`config.mk`:
```
export PLATFORM = sky130hd
export DESIGN_NAME = scurve_hit_counter
export DESIGN_NICKNAME = d
export VERILOG_FILES = /design/src/rtl/scurve_pkg.sv /design/src/rtl/scurve_hit_counter.sv
export SDC_FILE = /design/constraint.sdc
export NUM_CORES = 1
export LEC_CHECK = 0
export BUFFER_PORTS_ARGS = -buffer_cell sky130_fd_sc_hd__buf_2
export CAP_MARGIN = 20
export CELL_PAD_IN_SITES_DETAIL_PLACEMENT = 0
export CELL_PAD_IN_SITES_GLOBAL_PLACEMENT = 1
export CORE_MARGIN = 1.5
export CORE_UTILIZATION = 37
export CTS_BUF_LIST = sky130_fd_sc_hd__clkbuf_4 sky130_fd_sc_hd__clkbuf_8 sky130_fd_sc_hd__clkbuf_16
export DETAILED_ROUTE_END_ITERATION = 12
export PLACE_DENSITY_LB_ADDON = 0.1
export SLEW_MARGIN = 10
export SYNTH_ARGS = -nofsm -noshare
export SYNTH_HDL_FRONTEND = slang
export SYNTH_SLANG_ARGS = --single-unit
```
`constraint.sdc`:
```
create_clock -name Clk -period 1.7 [get_ports Clk]
set_input_delay 0.085 -clock Clk [delete_from_list [all_inputs] [get_ports Clk]]
set_output_delay 0.085 -clock Clk [all_outputs]
set_load 0.005 [all_outputs]
```
`src/rtl/scurve_pkg.sv`:
```
// Shared definitions for the S-curve measurement controller: state encoding,
// header tag and output word width.
package scurve_pkg;

    localparam int WORD_W = 16;
    localparam logic [7:0] HEADER_TAG = 8'hC5;

    localparam logic [2:0] S_IDLE  = 3'd0;
    localparam logic [2:0] S_ARM   = 3'd1;
    localparam logic [2:0] S_RUN   = 3'd2;
    localparam logic [2:0] S_LATCH = 3'd3;
    localparam logic [2:0] S_SEND  = 3'd4;
    localparam logic [2:0] S_DONE  = 3'd5;

    typedef enum logic [2:0] {
        ST_IDLE  = S_IDLE,
        ST_ARM   = S_ARM,
        ST_RUN   = S_RUN,
        ST_LATCH = S_LATCH,
        ST_SEND  = S_SEND,
        ST_DONE  = S_DONE
    } state_t;

    function automatic logic [WORD_W-1:0] make_header(input logic [7:0] chan);
        return {HEADER_TAG, chan};
    endfunction

endpackage

```
`src/rtl/scurve_hit_counter.sv`:
```
// One trigger input: synchronises clk_ext and trigger_n, counts injected pulses
// and the pulse periods that produced at least one trigger.
module scurve_hit_counter
    import scurve_pkg::*;
#(
    parameter int CNT_W = 16
) (
    input  logic             Clk,
    input  logic             reset_n,
    input  logic             clk_ext,
    input  logic             trigger_n,
    input  logic             clear,
    input  logic             enable,
    input  logic             masked,
    input  logic [CNT_W-1:0] cpt_max,
    output logic [CNT_W-1:0] pulse_cnt,
    output logic [CNT_W-1:0] trig_cnt,
    output logic             done
);

    logic [1:0]       ext_sync_r;
    logic             ext_prev_r;
    logic [1:0]       trg_sync_r;
    logic             trg_prev_r;
    logic             hit_flag_r;
    logic [CNT_W-1:0] pulse_cnt_r;
    logic [CNT_W-1:0] trig_cnt_r;
    logic             ext_rise_s;
    logic             trg_fall_s;
    logic             done_s;
    logic             count_en_s;

    // Two-stage synchronisers plus one history flop for edge detection
    always_ff @(posedge Clk or negedge reset_n) begin
        if (!reset_n) begin
            ext_sync_r <= 2'b00;
            ext_prev_r <= 1'b0;
            trg_sync_r <= 2'b00;
            trg_prev_r <= 1'b0;
        end else begin
            ext_sync_r <= {ext_sync_r[0], clk_ext};
            ext_prev_r <= ext_sync_r[1];
            trg_sync_r <= {trg_sync_r[0], trigger_n};
            trg_prev_r <= trg_sync_r[1];
        end
    end

    assign ext_rise_s = ext_sync_r[1] & ~ext_prev_r;
    assign trg_fall_s = trg_prev_r & ~trg_sync_r[1];
    assign done_s     = masked | (pulse_cnt_r == cpt_max);
    assign count_en_s = enable & ~done_s;

    // A trigger is credited to the next pulse edge; at most one hit per period
    always_ff @(posedge Clk or negedge reset_n) begin
        if (!reset_n) begin
            hit_flag_r  <= 1'b0;
            pulse_cnt_r <= '0;
            trig_cnt_r  <= '0;
        end else if (clear | masked) begin
            hit_flag_r  <= 1'b0;
            pulse_cnt_r <= '0;
            trig_cnt_r  <= '0;
        end else if (count_en_s) begin
            if (ext_rise_s) begin
                pulse_cnt_r <= pulse_cnt_r + CNT_W'(1'b1);
                if (hit_flag_r | trg_fall_s) begin
                    trig_cnt_r <= trig_cnt_r + CNT_W'(1'b1);
                    hit_flag_r <= 1'b0;
                end
            end else if (trg_fall_s) begin
                hit_flag_r <= 1'b1;
            end
        end
    end

    assign pulse_cnt = pulse_cnt_r;
    assign trig_cnt  = trig_cnt_r;
    assign done      = done_s;

endmodule

```
==> metrics.cfg <==
[layout]
layout-drive-gt1-share=0.506
fin_cells=423
diodes=0
post-route-util=0.572
finalInstanceArea_mm2=0.00341
fin_nets=372
areaGrowthSynthToFinish_pct=48.0

[yosys]
yosys_most_used_dff=dfrtp_1
synthTopCellsByCount=39 x dfrtp_1, 19 x or4_1, 18 x o31ai_1
postSynthAreaPerCell_um2=10.1
synth_edf_count=0
syn_area_mm2=0.00230
syn_nets=254
postSynth.asyncResetShare=1.00
synth_most_common_cell=dfrtp_1
ys_ff_latch=39
yosysSeqAreaShare=0.424
synth_warnings=0
yosysTopAreaCell=dfrtp_1
syn_inst=229
ys_types=35
synth.area.top_cells=dfrtp_1 42%, or4_1 6.2%, xnor2_1 6.1%
synth_top_area_share=0.424

[power]
power_density_mw_per_mm2=514
ir_worst_vdd_mv=0.346
p_leak_nw=1.54
power_mw=1.75

[run_status]
violations=setup timing
status=complete, but fails checks

[floorplanning]
fp-row-count=28
initial_utilization=0.387
die-area_mm2=0.00671
ios=56
die_w_um=81.9
core-area_mm2=0.00596
fp.dieH_um=81.9

[timing]
period_share=1.12
report.final.slew_viol_count=0
clock.fmax_mhz=524
tightest_slew_ps=533
whs_ps=197
max_slew_margin=0.645
setup_ws_ps=-208
finClkSkew_ps=5.58
fin_crit_ps=1910
final-hold-violation-count=0
setup-violations-final=34
rsz0062_at_grt=true

[global_routing]
antenna_found_initial=0
grt_pass1_vias=2188
grt_max_degree=40
grt-ovfl-total=0
grt_use_total=0.217
grt_pass1_wl_um=10900

[cts]
cts_tree=built
clock_sinks=39
clkTransAtPathRegs_ps=80
clock_latency_ps=300
clock-root-buffer=clkbuf_8
htree_levels=2
cts_buffer_depth=2
numCtsBuffers=5

[worst_setup_path]
cp_max_fo=3
cp-start-kind=register
cp.arrival_ps=1820
slowest_stage=nor4_4
critical-path-top-delay-family=simple AND/OR/NAND/NOR gates
reg2reg_depth=7
required_ps=1620
crit_type=register to primary output
crit_path_max_incr_delay_ps=410
endpoint_kind=primary output
worst-path-stages=6
path_cells=xnor2_1, nand4_1, nor4_4, buf_12, or2_4, buf_6
cp_num_buf_inv=2

[detailed_routing]
wirelength_um=6810
firstDrtPassIters=4
routedWlPerCell_um=16.1
drc=0
ant_nets=0
drtIter0Drc=61
vias=2278
drt-vias-per-instance=5.39

[job]
cap_violations=0

[placement]
dp_hpwl_um=4220
gp_congestion=0.718
place_area_mm2=0.00297
io_buffers=55
placedCellCount=397

[worst_hold_path]
hold_path_class=input pin to register
hold_depth=4

==> routing by layer <==
layer | up-vias | GRT usage | share of wire | wire (um)
met5 | - | 0 | 0 | 0
met4 | 0 | 0.0661 | 0.0059 | 40
met3 | 4 | 0.0389 | 0.040 | 269
met2 | 47 | 0.349 | 0.48 | 3240
met1 | 1108 | 0.296 | 0.48 | 3260
li1 | 1119 | - | - | -
==> through the flow <==
step | setup slack (ps) | setup TNS [ps]
floorplan | 1.96 | 0
global placement | -165 | -2920
detailed placement | -192 | -3470
CTS | -204 | -5080
global route | -277 | -7480
finish | -208 | -5170
==> logic make-up (layout without fill, tap and decap cells) <==
family	count (synthesis)	after routing	synth area share
and+or+nand+nor	90	90	0.246
AOI/OAI and AO/OA	65	65	0.198
DFF	39	39	0.424
buffers and inverters	17	136	0.0614
xor gates and xnor gates	16	16	0.0608
adders and majority gates	2	2	0.0109
==> path summary, 6_finish.rpt <==
path                       slack, ps          start       endpoint
max                             -210   pulse_cnt[8]           done
min                              200          clear   pulse_cnt[5]
max reg2reg                     -190   pulse_cnt[8]   pulse_cnt[9]
min reg2reg                      350  trg_sync_r[0]  trg_sync_r[1]
max in group asynchronous        960        reset_n   pulse_cnt[2]
min in group asynchronous        370        reset_n  pulse_cnt[12]
==> state kept, by name, summed over array words and instances, names as in the netlist <==
name        cells
ext_prev_r      1
ext_sync_r      2
trg_prev_r      1
trg_sync_r      2
hit_flag_r      1
pulse_cnt      16
trig_cnt       16
==> timing repair <==
item | 4_1_cts | 5_1_grt
endpoints found under the hold margin | 41 | 0
gates resized for setup | 19 | 20
cloned | 4 | 1
pin swaps | 20 | 18
hold buffers | 3 | 0
setup endpoints to repair | 34 | 34
buffers inserted | 10 | 3
==> final cells by class <==
type                       count  area [um^2]
fill                         575         2550
multi-input combinational    173         1310
sequential                    39          976
timing repair buffer         125          925
tap                           75         93.8
clock buffer                   5         68.8
clock inverter                 3         23.8
inverter                       3         11.3
==> cells in the final DEF, fill, tap and decap left out, drive strengths merged, types with 8 or more instances in the layout <==
cell   synthesis  routed
a21oi         26      26
buf           10     121
and3           9       9
or3           10      10
o31ai         18      18
nand2         17      17
nand4          8       8
nand3         13      13
dfrtp         39      39
or4           19      19
xnor2         16      16
o21ai         11      11
==> tightest hold or removal path, delay by kind of cell <==
family | cells | cell delay [ps]
buf+inv | 2 | 240
compound gates | 1 | 100
simple gates | 1 | 40
==> power by group <==
group          switching (mW)  internal, mW  total, mW
combinational          0.0785        0.0580      0.136
sequential            0.00409         0.935      0.939
clock                   0.382         0.294      0.675
total                   0.464          1.29       1.75
(Power assumes the default switching activity.)
